## src/rtl/div_unit.sv

```systemverilog
// ---------------------------------------------------------------------------
// div_unit -- iterative restoring integer divider, functional-unit slot 2 (div)
//
// Retires BITS_PER_CYCLE quotient bits per CALC cycle on unsigned magnitudes,
// then applies the latched signs in FIXUP.  The finished result is held in
// DONE and the unit requests the CDB until it is granted.
//
// Ports
//   clk        rising-edge clock
//   nRST       asynchronous active-low reset
//   EN         issue strobe from the reservation station (honoured only when idle)
//   op         00 signed quot, 01 signed rem, 10 unsigned quot, 11 unsigned rem
//   dataIn1    dividend
//   dataIn2    divisor
//   labelIn    tag of the issuing RS entry
//   available  unit idle, may accept EN
//   require    result valid, requesting the CDB
//   requireAC  CDB grant
//   result     quotient or remainder (0 unless require)
//   labelOut   tag broadcast with result (0 unless require)
//   busy       state != IDLE
// ---------------------------------------------------------------------------
module div_unit #(
    parameter int WIDTH          = 32,
    parameter int LABEL_W        = 4,
    parameter int BITS_PER_CYCLE = 1
) (
    input  logic               clk,
    input  logic               nRST,
    input  logic               EN,
    input  logic [1:0]         op,
    input  logic [WIDTH-1:0]   dataIn1,
    input  logic [WIDTH-1:0]   dataIn2,
    input  logic [LABEL_W-1:0] labelIn,
    output logic               available,
    output logic               require,
    input  logic               requireAC,
    output logic [WIDTH-1:0]   result,
    output logic [LABEL_W-1:0] labelOut,
    output logic               busy
);

    localparam int STEPS = WIDTH / BITS_PER_CYCLE;
    localparam int CNT_W = (STEPS > 1) ? $clog2(STEPS) : 1;
    localparam logic [CNT_W-1:0] LAST = CNT_W'(STEPS - 1);

    typedef enum logic [1:0] {IDLE, CALC, FIXUP, DONE} state_t;

    state_t             state;
    logic [WIDTH-1:0]   quo;        // dividend shifts out of the top, quotient bits in at the bottom
    logic [WIDTH-1:0]   rem;        // partial remainder, always < divisor
    logic [WIDTH-1:0]   dvsr;
    logic               negQ, negR, opRem;
    logic [CNT_W-1:0]   count;
    logic [LABEL_W-1:0] labelReg;

    // Operand magnitudes; signed ops only.  -0x80..0 wraps to 0x80..0, which is
    // the correct unsigned magnitude 2^(WIDTH-1).
    logic             sign1, sign2;
    logic [WIDTH-1:0] mag1, mag2;

    assign sign1 = ~op[1] & dataIn1[WIDTH-1];
    assign sign2 = ~op[1] & dataIn2[WIDTH-1];
    assign mag1  = sign1 ? -dataIn1 : dataIn1;
    assign mag2  = sign2 ? -dataIn2 : dataIn2;

    // One CALC cycle of restoring division, unrolled BITS_PER_CYCLE times.
    // The trial value needs WIDTH+1 bits: 2*rem+1 can exceed 2^WIDTH-1.
    logic [WIDTH-1:0] qNext, rNext;
    logic [WIDTH:0]   trial, diff;

    always_comb begin
        qNext = quo;
        rNext = rem;
        trial = '0;
        diff  = '0;
        for (int i = 0; i < BITS_PER_CYCLE; i++) begin
            trial = {rNext, qNext[WIDTH-1]};
            diff  = trial - {1'b0, dvsr};
            // diff MSB set means trial < divisor: restore (keep trial)
            rNext = diff[WIDTH] ? trial[WIDTH-1:0] : diff[WIDTH-1:0];
            qNext = {qNext[WIDTH-2:0], ~diff[WIDTH]};
        end
    end

    assign available = (state == IDLE);
    assign require   = (state == DONE);
    assign busy      = (state != IDLE);

    always_ff @(posedge clk or negedge nRST) begin
        if (!nRST) begin
            state    <= IDLE;
            quo      <= '0;
            rem      <= '0;
            dvsr     <= '0;
            negQ     <= 1'b0;
            negR     <= 1'b0;
            opRem    <= 1'b0;
            count    <= '0;
            labelReg <= '0;
            result   <= '0;
            labelOut <= '0;
        end else begin
            case (state)
                IDLE: begin
                    if (EN) begin
                        opRem    <= op[0];
                        labelReg <= labelIn;
                        negQ     <= sign1 ^ sign2;
                        negR     <= sign1;
                        quo      <= mag1;
                        dvsr     <= mag2;
                        rem      <= '0;
                        count    <= '0;
                        if (dataIn2 == '0) begin
                            // Divide by zero skips the datapath entirely.
                            result   <= op[0] ? dataIn1 : '1;
                            labelOut <= labelIn;
                            state    <= DONE;
                        end else begin
                            state    <= CALC;
                        end
                    end
                end
                CALC: begin
                    quo   <= qNext;
                    rem   <= rNext;
                    count <= count + 1'b1;
                    if (count == LAST) state <= FIXUP;
                end
                FIXUP: begin
                    if (opRem) result <= negR ? -rem : rem;
                    else       result <= negQ ? -quo : quo;
                    labelOut <= labelReg;
                    state    <= DONE;
                end
                DONE: begin
                    if (requireAC) begin
                        // Clear so the CDB mux sees an empty tag once released.
                        result   <= '0;
                        labelOut <= '0;
                        state    <= IDLE;
                    end
                end
                default: state <= IDLE;
            endcase
        end
    end

endmodule

```

## config.mk

```make
export PLATFORM = sky130hd
export DESIGN_NAME = div_unit
export DESIGN_NICKNAME = d
export VERILOG_FILES = /design/src/rtl/div_unit.sv
export SDC_FILE = /design/constraint.sdc
export NUM_CORES = 1
export LEC_CHECK = 0
export BUFFER_PORTS_ARGS = -buffer_cell sky130_fd_sc_hd__buf_4
export CAP_MARGIN = 20
export CELL_PAD_IN_SITES_DETAIL_PLACEMENT = 0
export CELL_PAD_IN_SITES_GLOBAL_PLACEMENT = 1
export CORE_UTILIZATION = 45
export DETAILED_ROUTE_END_ITERATION = 6
export GPL_TIMING_DRIVEN = 0
export PLACE_DENSITY_LB_ADDON = 0.1
export SLEW_MARGIN = 20
export SYNTH_ARGS = -nofsm -noshare
export SYNTH_HDL_FRONTEND = slang
export SYNTH_SLANG_ARGS = --single-unit
```

## constraint.sdc

```tcl
create_clock -name clk -period 4.4 [get_ports clk]
set_clock_uncertainty 0.2 [all_clocks]
set_input_delay 0.88 -clock clk [delete_from_list [all_inputs] [get_ports clk]]
set_output_delay 0.88 -clock clk [all_outputs]
set_load 0.05 [all_outputs]
```

==> results of run 1 <==
-- power by group --
part	internal, mW	switching [mW]	leakage [nW]
Sequential	1.97	0.648	1.84
Combinational	2.82	5.08	3.45
Clock	0.798	0.630	0.265
Total	5.58	6.36	5.56
-- synthesized netlist by cell type, types with 24 or more instances --
library cell | number | area [sq um]
o21ai_0 | 112 | 561
ha_1 | 42 | 526
o21ai_1 | 84 | 420
a21oi_1 | 114 | 571
xnor2_1 | 71 | 622
nand2_1 | 192 | 721
o31ai_1 | 28 | 210
xor2_1 | 66 | 578
dfrtp_1 | 146 | 3650
clkbuf_1 | 64 | 240
mux2i_1 | 34 | 340
inv_1 | 56 | 210
nor3_1 | 24 | 120
nor2_1 | 90 | 338
-- routing by layer --
metal	share of wire, %	vias to the layer above	wire length (um)
met1	43	5003	15500
met2	49	350	17400
met4	2.8	0	1010
met5	0	-	0
met3	5.2	70	1870
li1	-	5203	-
-- through the flow --
stage	cell area [sq um]	hold WS, ns
after global placement	12400	0.261
final	13000	0.168
after global routing	13000	0.219
after floorplan	11200	0.250
after CTS	13000	0.193
after detailed placement	12400	0.267
-- final cells by class --
| class | count | share of cell area [%] |
|---|---|---|
| Tap cell | 324 | 3.11 |
| Timing Repair Buffer | 113 | 6.73 |
| Sequential cell | 146 | 28.1 |
| Inverter | 57 | 1.64 |
| Multi-Input combinational cell | 1107 | 53.7 |
| Clock buffer | 18 | 3.37 |
| Clock inverter | 14 | 1.00 |
| Buffer | 77 | 2.36 |
-- worst paths after layout --
check                             end  cells after the start
setup reg to reg              rem[22]                     13
hold / removal             result[13]                      1
max in group asynchronous    count[0]                      2
hold reg to reg            result[15]                      1
setup / recovery              rem[22]                     13
min in group clk           result[15]                      1
-- registers in the layout, summed over array words and instances (netlist names) --
register / cells
result: 32
negR: 1
labelReg: 4
dvsr: 32
labelOut: 4
opRem: 1
count: 5
quo: 32
negQ: 1
rem: 32
state: 2
-- cells in the final DEF (no fill, tap or decap), types with 10 or more instances in the layout --
master,count
nand2b_1,16
a21o_1,19
dfrtp_1,146
buf_4,113
o31ai_1,28
nor4_1,11
xor2_1,66
nor2_1,90
nand2_1,192
o211ai_1,19
a21oi_1,114
xnor2_1,71
clkbuf_16,17
nand4_1,10
or3_1,20
inv_1,56
o21ai_1,84
clkbuf_1,64
o21ai_0,112
nor3_1,24
o41ai_1,13
mux2i_1,34
o221ai_2,10
nand3_1,14
ha_1,42
-- critical path: cells and delay by family, from the launching register on --
kind,cells,cell delay (ns)
AOI/OAI and AO/OA,6,1.38
adders and majority gates,2,0.60
buffers and inverters,2,0.55
and+or+nand+nor,2,0.42
DFF,1,0.38
xor gates and xnor gates,1,0.36
-- cell families (layout without fill, tap and decap cells) --
logic type      after synthesis  count (layout)
compound gates              462             462
xor+xnor                    138             138
fa+ha+maj                    43              43
buf+inv                     134             279
flops                       146             146
mux                          39              39
simple gates                425             425
==> flow_summary.ini, run 1 <==
[run_status]
result_of_the_run = completed

[global_routing]
gr-usage-met1_pct = 37.4
met3_usage_pct = 3.10
grt_pass1_wl_mm = 57.2
global_route.peak_usage_layer = met2
met2_usage_pct = 49.4
grt.total_usage_pct = 28.8
first_global_vias = 10400
globalRoute.totalOverflow = 0
grt_start_max_net_pins = 81
number_of_antenna_violations_at_the_first_check_in_global_routing = 0

[timing]
layout_worst_path_cycle_share_pct = 90.2
final_report_hold_violation_count = 0
maxSlewHeadroom_pct = 29.3
final_period_minus_worst_setup_slack_ns = 3.97
setup_ws_ns = 0.432
max_clock_freq_ghz = 0.252
setup_tns_ns = 0
unrepaired_setup_endpoints_after_global_routing = false
setup_violations = 0
report.final.slew_viol_count = 0
timing_worst_slew_pin_value_ns = 1.05

[placement]
gp_congestion = 0.948
buffer_ports.inserted = 112
place.detailed.instances = 1824
hpwlAfterDp_mm = 28.0
pre_cts_ws_ns = 0.326

[synthesis]
synth_fa_ha_area_share_pct = 4.89
synth_cell_type_count = 70
ys_warns = 0
synth_nets = 1504
ys_ff_latch = 146
synthCells = 1387
mappedNetlistArea_sq_mm = 0.0112
synthXorXnorAreaFrac_pct = 11.0
main_combinational_cell_family_by_area_after_synthesis = compound AO/OA/AOI/OAI gates
synth-compound-area-share_pct = 25.3
yosys_most_used_dff = dfrtp_1
synth_sequential_area_ratio_pct = 32.7
synth_simple_gate_area_share_pct = 17.9
synthArstFlopShare_pct = 100
synth.mux.area_fraction_pct = 3.55
number_of_flops_mapped_to_enable_cells_by_yosys = 0
post_synth.cell_area_avg_sq_um = 8.05

[setup_path]
worstPathCellList = inv_1 > ha_1 > fa_1 > nand2b_1 > a21oi_1 > o21a_1 > o31ai_1 > a21oi_1 > o21bai_2 > xnor2_4 > clkbuf_1 > nand2_1 > o21ai_1
start_kind = flop
critical_path_arrival_ns = 4.12
worst-path-max-fanout = 10
worst-setup-path-type = flop to flop
cp-startpoint = quo[31]
required_ns = 4.55
crit_top_cell = a21oi_1
reg2reg_slack_ns = 0.43
cp-end-kind = flop
cp_slowest_cell = clkbuf_1
cpPeakStageDelay_ns = 0.45
worst_r2r_startpoint = quo[31]

[clock_tree]
cts_hold_repair.buffers = 0
cts.repair_timing.setup_buffer_count = 0
cts-htree-levels = 4
cts.sink_count = 146
cts_max_path_buffers = 2
worst_skew_pair.late_latency_ns = 0.43
clock-root-buffer = clkbuf_16
post_cts.resized_instances = 0
tritoncts = yes
clkSlewWorstSetupHoldPaths_ns = 0.07
tritoncts.num_buffers = 17

[run]
maxCapViolCount = 0

[finish]
drive_gt1_share_pct = 11.9
final_net_count = 1636
multiInputGateArea_sq_mm = 0.00699
end_of_flow_core_utilization_pct = 53.5
antenna_cells_inserted = 0
flow.area_growth_from_synthesis_pct = 16.6
seq_area_sq_mm = 0.00365
fillCellCount = 2391
stdcell_count = 1856

[power]
p_per_area_mw_per_mm2 = 917
irDropWorstVdd_v = 0.000383
total_design_power_mw = 11.9
cellLeakagePower_nw = 5.56

[detailed_routing]
dr_total_vias = 10600
post_drt_wl_per_cell_um = 19.3
initialDrtViolationCount = 840
drt_wl_total_mm = 35.7
drt.antenna.violating_nets = 0
detail_route.vias_per_cell = 5.73
drc_viols = 0
drt_pass1_iterations = 5

[floorplan]
die_area_sq_mm = 0.0254
ios = 113
die_h_um = 160
placementRows = 57
placeableCoreArea_sq_mm = 0.0243
start_util_pct = 45.9
die_w_um = 160

[worst_hold_path]
hold_path.class = input port to async pin
Note: power is estimated with default switching activity, not from simulation.
==> run 2, diff against run 1 <==
--- a/config.mk
+++ b/config.mk
@@ -14,4 +14,5 @@
 export GPL_TIMING_DRIVEN = 0
 export PLACE_DENSITY_LB_ADDON = 0.1
+export SETUP_SLACK_MARGIN = 0.3
 export SLEW_MARGIN = 20
 export SYNTH_ARGS = -nofsm -noshare
==> constraint.sdc (replaced) <==
create_clock -name clk -period 4.4 [get_ports clk]
set_clock_uncertainty 0.2 [all_clocks]
set_input_delay 0.44 -clock clk [delete_from_list [all_inputs] [get_ports clk]]
set_output_delay 0.44 -clock clk [all_outputs]
set_load 0.05 [all_outputs]
==> run 2 against run 1 <==
Effect of this change:
- register-to-register slack gained 0.19 ns
- combinational power about the same
- design area about the same
- worst setup slack better by 0.19 ns
- sequential power barely moved
- first-iteration DRC count fell by 7.3%
- power about the same
- flip-flop and latch count unchanged
- critical path type unchanged
==> flow_summary.ini, run 2 (synthesis gave the netlist of run 1 again) <==
[run_status]
result_of_the_run = completed

[timing]
timing_worst_slew_pin_value_ns = 1.07
final_period_minus_worst_setup_slack_ns = 3.78
setup_tns_ns = 0
layout_worst_path_cycle_share_pct = 86.0
setup_violations = 0
max_clock_freq_ghz = 0.264
final_report_hold_violation_count = 0
unrepaired_setup_endpoints_after_global_routing = false
report.final.slew_viol_count = 0
maxSlewHeadroom_pct = 28.3

[setup_path]
worst-setup-path-type = flop to flop
critical_path_arrival_ns = 3.87
cpPeakStageDelay_ns = 0.38
start_kind = flop
required_ns = 4.49
crit_top_cell = a21oi_1
cp_slowest_cell = dfrtp_1
worst-path-max-fanout = 10
worstPathCellList = inv_1 > ha_1 > fa_1 > nand2b_1 > a21oi_1 > o21a_1 > o31ai_1 > a21oi_1 > o21bai_2 > xnor2_4 > buf_4 > mux2i_1 > o21ai_1
cp-end-kind = flop

[placement]
hpwlAfterDp_mm = 28.0
placed_area_sq_mm = 0.0124
gp_congestion = 0.948
buffer_ports.inserted = 112

[floorplan]
placeableCoreArea_sq_mm = 0.0243
die_area_sq_mm = 0.0254
start_util_pct = 45.9
die_w_um = 160
ios = 113
placementRows = 57
die_h_um = 160

[power]
pwr-share-clk_pct = 12.0
comb_power_share_pct = 66.1
p_per_area_mw_per_mm2 = 916
irDropWorstVdd_v = 0.000383
power.internal_mw = 5.59
power_frac_seq_pct = 21.9
power.share.switching_pct = 53.2
cellLeakagePower_nw = 5.57
p_switching_mw = 6.35
total_design_power_mw = 11.9

[global_routing]
number_of_antenna_violations_at_the_first_check_in_global_routing = 0
first_global_vias = 10400
grt_start_max_net_pins = 81
grt_pass1_wl_mm = 57.2
globalRoute.totalOverflow = 0
grt.total_usage_pct = 28.8

[clock_tree]
tritoncts.num_buffers = 17
cts-htree-levels = 4
clkSlewWorstSetupHoldPaths_ns = 0.06
cts_max_path_buffers = 2
worst_skew_pair.late_latency_ns = 0.43
clock-root-buffer = clkbuf_16
tritoncts = yes
cts.repair_timing.setup_buffer_count = 0
cts.sink_count = 146

[run]
maxCapViolCount = 0

[finish]
final_net_count = 1637
antenna_cells_inserted = 0
drive_gt1_share_pct = 11.9
mostFrequentLayoutCell = nand2_1
flow.area_growth_from_synthesis_pct = 16.7
design_area_final_sq_mm = 0.0130
mostFrequentLayoutCells = nand2_1 (192), dfrtp_1 (146), a21oi_1 (114)

[detailed_routing]
drt_wl_total_mm = 35.8
dr_total_vias = 10700
drt.antenna.violating_nets = 0
drt_pass1_iterations = 5
post_drt_wl_per_cell_um = 19.3
initialDrtViolationCount = 779
detail_route.vias_per_cell = 5.74
drc_viols = 0

[worst_hold_path]
hold_path.class = input port to flop
==> run 2: path summary, 6_finish.rpt <==
kind | startpoint | to | slack [ns] | cells after the start
setup / recovery | quo[31] | rem[8] | 0.62 | 13
hold / removal | labelIn[0] | labelReg[0] | 0.05 | 2
setup reg to reg | quo[31] | rem[8] | 0.62 | 13
hold reg to reg | result[15] | result[15] | 0.28 | 1
max in group asynchronous | nRST | count[0] | 2.85 | 3
min in group asynchronous | nRST | result[13] | 0.33 | 2
==> run 2: repair_timing <==
| action | CTS | global route |
|---|---|---|
| hold buffers | 1 | 0 |
| endpoints found under the hold margin | 66 | 0 |
| resized for setup | 0 | 2 |
| endpoints found under the setup margin | 0 | 6 |
==> run 2: layout make-up <==
class	instances	area, sq um
Buffer	77	308
Clock buffer	18	439
Clock inverter	14	130
Fill cell	2389	11300
Inverter	57	214
Multi-Input combinational cell	1107	6990
Sequential cell	146	3650
Tap cell	324	405
Timing Repair Buffer	114	886
==> run 2: worst max-delay path, delay by kind of cell, from the launching register on <==
kind,cells,cell delay (ns)
AOI/OAI and AO/OA,6,1.26
adders and majority gates,2,0.61
buffers and inverters,2,0.40
DFF,1,0.38
xor gates and xnor gates,1,0.36
muxes,1,0.23
and+or+nand+nor,1,0.20
==> run 2: power by group through the flow <==
| stage | combinational (mW) | sequential, mW | clock (mW) |
|---|---|---|---|
| floorplan | 5.19 | 3.00 | 0 |
| global placement | 7.78 | 2.60 | 0 |
| detailed placement | 7.83 | 2.63 | 0 |
| CTS | 7.87 | 2.61 | 1.44 |
| global route | 8.67 | 2.71 | 1.49 |
| finish | 7.89 | 2.62 | 1.43 |
==> run 2: per-stage QoR <==
step | worst slack, ns | hold slack [ns] | instances | util, %
2_1_floorplan | 1.24 | -0.0556 | 1387 | -
3_3_place_gp | 0.526 | 0.261 | 1823 | 51.0
3_5_place_dp | 0.522 | 0.215 | 1824 | 51.2
4_1_cts | 0.507 | 0.0424 | 1857 | 53.6
5_1_grt | 0.349 | 0.0529 | 1857 | 53.6
6_report | 0.618 | 0.0495 | 1857 | 53.6
==> run 2: layer usage <==
| metal | vias up | share of wire [%] | track usage, % |
|---|---|---|---|
| met5 | - | 0 | 0 |
| met4 | 0 | 2.7 | 10.8 |
| met3 | 63 | 5.2 | 3.07 |
| met2 | 350 | 49 | 49.4 |
| met1 | 5041 | 43 | 37.4 |
| li1 | 5198 | - | - |
